## src/rtl/dct_seq_pkg.sv

```systemverilog
// dct_seq_pkg: shared state encoding and constants for the dct/idct frame sequencer.
package dct_seq_pkg;
    typedef enum logic [1:0] {IDLE, FEED, DRAIN, DONE} state_e;
    localparam int BLK_SAMPLES = 64;
    localparam int PIX_MSB     = 25;
    localparam int PIX_LSB     = 17;
endpackage

```

## src/rtl/dct_seq_apx_win.sv

```systemverilog
// dct_seq_apx_win: saturating cycle counter since go, and registered rapx window compare.
module dct_seq_apx_win #(
    parameter bit APX_DEFAULT = 1'b1
) (
    input  logic        clk,
    input  logic        reset,
    input  logic        clr,
    input  logic        busy,
    input  logic [31:0] apx_lo,
    input  logic [31:0] apx_hi,
    output logic        rapx
);
    logic [31:0] cyc_cnt_q, cyc_cnt_d;
    logic        rapx_q, rapx_d;

    always_comb begin
        cyc_cnt_d = clr ? '0 : (busy && cyc_cnt_q != '1) ? cyc_cnt_q + 32'd1 : cyc_cnt_q;
        rapx_d    = (apx_lo < cyc_cnt_q && cyc_cnt_q < apx_hi) ? ~APX_DEFAULT : APX_DEFAULT;
    end

    always_ff @(posedge clk) begin
        if (reset) begin
            cyc_cnt_q <= '0;
            rapx_q    <= APX_DEFAULT;
        end else begin
            cyc_cnt_q <= cyc_cnt_d;
            rapx_q    <= rapx_d;
        end
    end

    assign rapx = rapx_q;
endmodule

```

## src/rtl/dct_idct_seq_ctrl.sv

```systemverilog
// dct_idct_seq_ctrl: streams a frame into dct, captures idct bursts of 64,
// and ends the frame on block count or drain timeout.
module dct_idct_seq_ctrl
    import dct_seq_pkg::*;
#(
    parameter int BitWidth    = 31,
    parameter int NUM_SAMPLES = 65536,
    parameter int DRAIN_TMO   = 16384,
    parameter bit APX_DEFAULT = 1'b1
) (
    input  logic                clk,
    input  logic                reset,
    input  logic                go,
    input  logic [31:0]         apx_lo,
    input  logic [31:0]         apx_hi,
    input  logic                src_valid,
    input  logic [BitWidth:0]   src_data,
    output logic                src_ready,
    output logic                dct_start,
    output logic [BitWidth:0]   dct_din,
    input  logic                dct_reading,
    input  logic                dct_done,
    input  logic                idct_done,
    input  logic [BitWidth:0]   idct_dout,
    output logic                rapx,
    output logic                pix_valid,
    output logic [8:0]          pix_data,
    output logic                busy,
    output logic                frame_done,
    output logic                timeout,
    output logic                underrun,
    output logic [15:0]         blk_out
);
    localparam logic [31:0] NS       = 32'(NUM_SAMPLES);
    localparam logic [15:0] NBLK     = 16'(NUM_SAMPLES / BLK_SAMPLES);
    localparam logic [31:0] TMO_LAST = 32'(DRAIN_TMO - 1);
    localparam logic [6:0]  BLK_N    = 7'(BLK_SAMPLES);
    localparam logic [6:0]  BLK_LAST = 7'(BLK_SAMPLES - 1);

    state_e              state_q, state_d;
    logic [31:0]         in_cnt_q, in_cnt_d;
    logic [31:0]         tmo_cnt_q, tmo_cnt_d;
    logic [6:0]          out_cnt_q, out_cnt_d;
    logic [15:0]         blk_out_q, blk_out_d;
    logic [BitWidth:0]   dct_din_q, dct_din_d;
    logic [8:0]          pix_data_q, pix_data_d;
    logic                pix_valid_q, pix_valid_d;
    logic                timeout_q, timeout_d;
    logic                underrun_q, underrun_d;
    logic                go_start, accept, starving, cap, drain_tmo;
    logic                unused_bits;

    assign go_start  = state_q == IDLE && go;
    assign src_ready = state_q == FEED && dct_reading && in_cnt_q < NS;
    assign accept    = src_ready && src_valid;
    // underrun only counts cycles where a sample was actually wanted
    assign starving  = src_ready && !src_valid;
    assign cap       = (state_q == FEED || state_q == DRAIN) && idct_done && out_cnt_q < BLK_N;
    assign drain_tmo = state_q == DRAIN && blk_out_q != NBLK && tmo_cnt_q == TMO_LAST;

    always_comb begin
        state_d = state_q;
        case (state_q)
            IDLE:    if (go) state_d = FEED;
            FEED:    if (in_cnt_q == NS && !dct_reading) state_d = DRAIN;
            DRAIN:   if (blk_out_q == NBLK || tmo_cnt_q == TMO_LAST) state_d = DONE;
            default: state_d = IDLE;
        endcase
        in_cnt_d    = go_start ? '0 : accept ? in_cnt_q + 32'd1 : in_cnt_q;
        tmo_cnt_d   = state_q == DRAIN ? tmo_cnt_q + 32'd1 : '0;
        dct_din_d   = accept ? src_data : starving ? '0 : dct_din_q;
        underrun_d  = go_start ? 1'b0 : underrun_q | starving;
        timeout_d   = go_start ? 1'b0 : timeout_q | drain_tmo;
        out_cnt_d   = !idct_done ? '0 : cap ? out_cnt_q + 7'd1 : out_cnt_q;
        blk_out_d   = go_start ? '0 : (cap && out_cnt_q == BLK_LAST) ? blk_out_q + 16'd1 : blk_out_q;
        pix_valid_d = cap;
        pix_data_d  = cap ? idct_dout[PIX_MSB:PIX_LSB] : pix_data_q;
    end

    always_ff @(posedge clk) begin
        if (reset) begin
            state_q     <= IDLE;
            in_cnt_q    <= '0;
            tmo_cnt_q   <= '0;
            out_cnt_q   <= '0;
            blk_out_q   <= '0;
            dct_din_q   <= '0;
            pix_data_q  <= '0;
            pix_valid_q <= 1'b0;
            timeout_q   <= 1'b0;
            underrun_q  <= 1'b0;
        end else begin
            state_q     <= state_d;
            in_cnt_q    <= in_cnt_d;
            tmo_cnt_q   <= tmo_cnt_d;
            out_cnt_q   <= out_cnt_d;
            blk_out_q   <= blk_out_d;
            dct_din_q   <= dct_din_d;
            pix_data_q  <= pix_data_d;
            pix_valid_q <= pix_valid_d;
            timeout_q   <= timeout_d;
            underrun_q  <= underrun_d;
        end
    end

    dct_seq_apx_win #(.APX_DEFAULT(APX_DEFAULT)) u_apx (
        .clk    (clk),
        .reset  (reset),
        .clr    (go_start),
        .busy   (busy),
        .apx_lo (apx_lo),
        .apx_hi (apx_hi),
        .rapx   (rapx)
    );

    assign busy        = state_q != IDLE;
    assign dct_start   = state_q == FEED;
    assign frame_done  = state_q == DONE;
    assign dct_din     = dct_din_q;
    assign pix_valid   = pix_valid_q;
    assign pix_data    = pix_data_q;
    assign timeout     = timeout_q;
    assign underrun    = underrun_q;
    assign blk_out     = blk_out_q;
    assign unused_bits = ^{idct_dout[BitWidth:PIX_MSB+1], idct_dout[PIX_LSB-1:0], dct_done};
endmodule

```

## config.mk

```make
export PLATFORM = sky130hd
export DESIGN_NAME = dct_idct_seq_ctrl
export DESIGN_NICKNAME = d
export VERILOG_FILES = /design/src/rtl/dct_seq_pkg.sv /design/src/rtl/dct_seq_apx_win.sv /design/src/rtl/dct_idct_seq_ctrl.sv
export SDC_FILE = /design/constraint.sdc
export NUM_CORES = 1
export LEC_CHECK = 0
export ABC_AREA = 0
export BUFFER_PORTS_ARGS = -buffer_cell sky130_fd_sc_hd__buf_4
export CAP_MARGIN = 10
export CORE_MARGIN = 4
export CORE_UTILIZATION = 41
export CTS_CLUSTER_SIZE = 40
export DETAILED_ROUTE_END_ITERATION = 12
export GPL_TIMING_DRIVEN = 0
export PLACE_DENSITY = 0.69
export SKIP_CTS_REPAIR_TIMING = 1
export SLEW_MARGIN = 20
export SYNTH_ARGS = -nofsm -noshare
export SYNTH_HDL_FRONTEND = slang
export SYNTH_SLANG_ARGS = --single-unit
```

## constraint.sdc

```tcl
create_clock -name clk -period 1.9 [get_ports clk]
set_input_delay 0.38 -clock clk [delete_from_list [all_inputs] [get_ports clk]]
set_output_delay 0.38 -clock clk [all_outputs]
set_load 0.03 [all_outputs]
```

==> results of run 1 <==
critical path: cells and delay by family, from the launching register on:
kind,cells,cell delay [ps]
flops,1,340
buf+inv,3,290
simple gates,3,820
through the flow:
| stage | hold slack [ps] | instance area [sq um] |
|---|---|---|
| finish | 195 | 11600 |
| global route | 180 | 11600 |
| CTS | 173 | 10800 |
| detailed placement | 446 | 10200 |
| global placement | 439 | 10200 |
| floorplan | 426 | 8540 |
logic make-up after synthesis:
kind of cell,Yosys count,share of synthesized area
fa+ha+maj,73,0.107
flops,166,0.391
simple gates,434,0.268
compound gates,124,0.0895
buf+inv,109,0.0523
mux,3,0.00353
xor+xnor,86,0.0885
synthesized netlist by cell type, drive strengths merged, types with 5 or more instances:
cell / n / share of area
nand3: 78 / 0.046
xor2: 38 / 0.039
nand2: 89 / 0.039
and2: 20 / 0.015
ha: 73 / 0.11
clkbuf: 23 / 0.010
a21oi: 75 / 0.044
nand4: 37 / 0.032
a211oi: 6 / 0.0053
a21o: 6 / 0.0053
o21ai: 16 / 0.0094
inv: 77 / 0.034
dfxtp: 166 / 0.39
nor3: 20 / 0.016
nand2b: 5 / 0.0037
buf: 8 / 0.0076
or3: 11 / 0.0087
xnor2: 48 / 0.049
and3: 9 / 0.0068
nor2: 124 / 0.055
and4: 13 / 0.014
nor4: 18 / 0.023
power groups by stage:
stage | combinational, W | sequential (W) | clock [W]
detailed placement | 0.00194 | 0.00380 | 0
global route | 0.00238 | 0.00375 | 0.00386
floorplan | 0.00106 | 0.00397 | 0
finish | 0.00219 | 0.00373 | 0.00362
global placement | 0.00192 | 0.00380 | 0
CTS | 0.00195 | 0.00373 | 0.00369
how the worst max path moves through the flow:
stage / end / startpoint / cells past startpoint / slack (ps)
detailed placement: u_apx.cyc_cnt_q[28] / u_apx.cyc_cnt_q[0] / 7 / -260
CTS: src_ready / state_q[1] / 8 / -690
floorplan: u_apx.cyc_cnt_q[22] / state_q[1] / 9 / -50
global route: src_ready / in_cnt_q[22] / 6 / -460
finish: src_ready / in_cnt_q[22] / 6 / -370
global placement: u_apx.cyc_cnt_q[28] / u_apx.cyc_cnt_q[0] / 7 / -220
registers in the layout, summed over array words and instances (netlist names), 2 cells and up:
name / flops
blk_out: 16
dct_din: 32
in_cnt_q: 32
out_cnt_q: 7
pix_data: 9
state_q: 2
tmo_cnt_q: 32
u_apx.cyc_cnt_q: 32
final cells by class:
| class | instances | area [sq um] |
|---|---|---|
| Buffer | 29 | 148 |
| Clock buffer | 17 | 425 |
| Clock inverter | 15 | 196 |
| Fill cell | 1803 | 8730 |
| Inverter | 78 | 307 |
| Multi-Input combinational cell | 720 | 5150 |
| Sequential cell | 166 | 3380 |
| Tap cell | 270 | 338 |
| Timing Repair Buffer | 214 | 1630 |
layer usage:
layer / routed length (um) / up-vias / GRT usage
met5: 0 / - / 0
met2: 11000 / 160 / 0.304
met1: 9260 / 3563 / 0.221
met3: 1010 / 28 / 0.0432
li1: - / 3886 / -
met4: 356 / 0 / 0.0522
==> metrics.cfg, run 1 <==
[outcome]
status=finished with violations
violations=negative setup slack

[synth]
async_reset_ff_frac=0
synth-seq-cells=166
synthesis.nets=1203
ys_types=54
ys_seq_area_frac=0.391
synthesis.area_sq_mm=0.00851
synth_ff_type=dfxtp_1
synth_edf_count=0
synth_area_per_cell_sq_um=8.55
synthCells=995
synth_warnings=0

[power]
pwr-share-clk=0.379
leakage_nw=4.77
ir_drop_v=0.000699
switchingPower_w=0.00286
p_per_area_mw_per_mm2=825
internal_power_w=0.00668
seq_power_share=0.391
swShare=0.300
combPwrFrac=0.229
p_total_w=0.00954

[timing]
tightest_slew_ps=822
slew_headroom=0.452
rsz0062_at_grt=yes
fin_crit_ps=2270
finalCritPeriodShare=1.19
drv_slew=0
worst_slack_ps=-369
skew_ps=8.01
finalSetupTns_ps=-1360
finalHoldViolCount=0
setup_viol=17
fmax_ghz=0.441

[cells_and_area]
final_cells=1509
final_util=0.570
final_common_cell=buf_4
antenna_cells=0
most-common-layout-cells=buf_4 (209), dfxtp_1 (141), nor2_1 (120)
area_delta_synth_final_pct=36.0
final_layout_size_suffix_gt1_frac=0.299
nets=1434

[cts]
cts_inserted_buffers=17
htree_levels=4
clk_pin_slew_ps=70
clkSinkCount=166
cts_tree=built
root_buffer=clkbuf_16
ctsLongestPathBuffers=2
clkLatencyLatePin_ps=430

[placement]
dp_hpwl_mm=15.9
place_inst=1439
pre_cts_slack_ps=-259
port_buffers=174
routabilityCongestion=0.853

[route]
wl_mm=21.6
remaining_drc_errors=0
wl_per_cell_um=14.3
drtPass1Iterations=5
ant_nets=0
via_per_inst=5.06
drt_iter0_drc=341
route.vias.total=7637

[grt]
grt_usage=0.177
grt_pass1_wl_mm=34.5
grt_max_degree=17
first_global_vias=7062
antenna_found_initial=0
overflow=0

[die]
fp-row-count=52
core_area_sq_mm=0.0203
die_area_sq_mm=0.0231
start_util=0.419
die_h_um=152
die_x_um=152
pin_count=200

[critical_path]
r2r-start=state_q[0]
r2r_setup_slack_ps=-170
worstRegToRegCells=8
path_class=register to output pin
worstPathCellList=nor4_4 -> nand4_4 -> or2_4 -> inv_8 -> buf_8 -> buf_6
worstReg2RegEnd=u_apx.cyc_cnt_q[29]
slowest_delay_ps=340
cpMaxStageDelayCell=dfxtp_2
critPathLaunchType=register
cp_data_required_time_ps=1520
cp_max_fo=6
cp.arrival_ps=1890
crit_path_end_kind=output pin

[min_path]
worstHoldPathType=input port to register
hold_end=pix_data[3]
hold_path.startpoint=idct_dout[20]
min_path_cells=3

[job]
drv_cap=0

(Power assumes the default switching activity.)
==> inputs of run 2 (changes only) <==
MAX_ROUTING_LAYER = met4   (was not set)
==> metrics.cfg, run 2 (synthesized netlist as in run 1, its figures left out) <==
[timing]
fin_crit_ps=2270
drv_slew=0
fmax_ghz=0.441
tightest_slew_ps=818
worst_slack_ps=-370
rsz0062_at_grt=yes
slew_headroom=0.455
finalHoldViolCount=0
skew_ps=7.98
finalCritPeriodShare=1.19
setup_viol=18

[job]
drv_cap=0

[grt]
first_global_vias=7061
grt_pass1_wl_mm=34.5
grt_max_degree=17
overflow=0
grt_usage=0.182
antenna_found_initial=0

[power]
internal_power_w=0.00667
seq_power_share=0.392
leakage_nw=4.76
ir_drop_v=0.000709
p_per_area_mw_per_mm2=825
combPwrFrac=0.228
pwr-share-clk=0.380
p_total_w=0.00953
switchingPower_w=0.00286
swShare=0.300

[cells_and_area]
most-common-layout-cells=buf_4 (207), dfxtp_1 (141), nor2_1 (120)
multi_input_area_sq_mm=0.00515
area_delta_synth_final_pct=35.8
final_common_cell=buf_4
nets=1432
final_layout_size_suffix_gt1_frac=0.298
design_area_sq_mm=0.0116
n_fill_cell=1804
antenna_cells=0
seq_area_sq_mm=0.00338

[cts]
htree_levels=4
cts_tree=built
clk_pin_slew_ps=70
cts_inserted_buffers=17
ctsLongestPathBuffers=2
clkLatencyLatePin_ps=430
clkSinkCount=166
root_buffer=clkbuf_16

[outcome]
status=finished with violations
violations=negative setup slack

[route]
wl_mm=21.7
route.vias.total=7601
wl_per_cell_um=14.4
via_per_inst=5.04
ant_nets=0
drtPass1Iterations=4
remaining_drc_errors=0
drt_iter0_drc=324

[critical_path]
cp.arrival_ps=1890
slowest_delay_ps=340
worst-path-buf-inv=3
crit_path_end_kind=output pin
cp_max_fo=5
cp_data_required_time_ps=1520
cpMaxStageDelayCell=dfxtp_2
path_class=register to output pin
critPathTopFamily=simple AND/OR/NAND/NOR gates
critPathLaunchType=register
worstPathCellList=nor4_4 -> nand4_4 -> or2_4 -> inv_8 -> buf_8 -> buf_6

[placement]
placed_area_sq_mm=0.0102
port_buffers=174
dp_hpwl_mm=15.9
routabilityCongestion=0.867

[die]
pin_count=200
fp-row-count=52
core_area_sq_mm=0.0203
die_h_um=152
start_util=0.419
die_x_um=152
die_area_sq_mm=0.0231

[min_path]
worstHoldPathType=input port to register

## run 2: cell types whose count changed in the layout (fill, tap and decap cells not counted), sizes merged
cell  change
buf       -2
## run 2: path summary, 6_finish.rpt
check / endpoint / slack (ps) / cells past startpoint / from
max: src_ready / -370 / 6 / in_cnt_q[22]
min: pix_data[3] / 190 / 3 / idct_dout[20]
max reg2reg: u_apx.cyc_cnt_q[29] / -180 / 8 / state_q[0]
min reg2reg: dct_din[8] / 450 / 2 / dct_din[8]
## run 2: power groups by stage
stage	clock network [W]	logic [W]	registers (W)
after floorplan	0	0.00106	0.00397
after global placement	0	0.00192	0.00380
after detailed placement	0	0.00194	0.00380
after CTS	0.00369	0.00195	0.00373
after global routing	0.00385	0.00237	0.00375
final	0.00362	0.00217	0.00374
## run 2: metrics by stage
stage	instances	TNS [ps]	hold WS [ps]	setup WS, ps	util
6_report	1507	-1460	189	-370	0.569
2_1_floorplan	995	-92.0	426	-53.3	-
3_5_place_dp	1439	-11980	446	-259	0.502
3_3_place_gp	1439	-9900	439	-222	0.502
5_1_grt	1507	-3990	183	-459	0.569
4_1_cts	1471	-7770	173	-689	0.533
## run 2: routing by layer
metal | wire length [um] | part of all wire | GRT usage
met5 | 0 | 0 | -
met4 | 376 | 0.017 | 0.0561
met3 | 940 | 0.043 | 0.0392
met2 | 11000 | 0.51 | 0.304
met1 | 9390 | 0.43 | 0.221
## run 2: layout make-up
| cell class | count | area share |
|---|---|---|
| multi-input combinational | 720 | 0.446 |
| tap | 270 | 0.0292 |
| inverter | 78 | 0.0265 |
| clock buffer | 17 | 0.0368 |
| buffer | 29 | 0.0128 |
| timing repair buffer | 212 | 0.139 |
| sequential | 166 | 0.292 |
| clock inverter | 15 | 0.0170 |
## run 2: tightest hold or removal path, delay by kind of cell
family / cells / cell delay, ps
AOI/OAI and AO/OA: 1 / 50
buffers and inverters: 1 / 110
and+or+nand+nor: 1 / 40
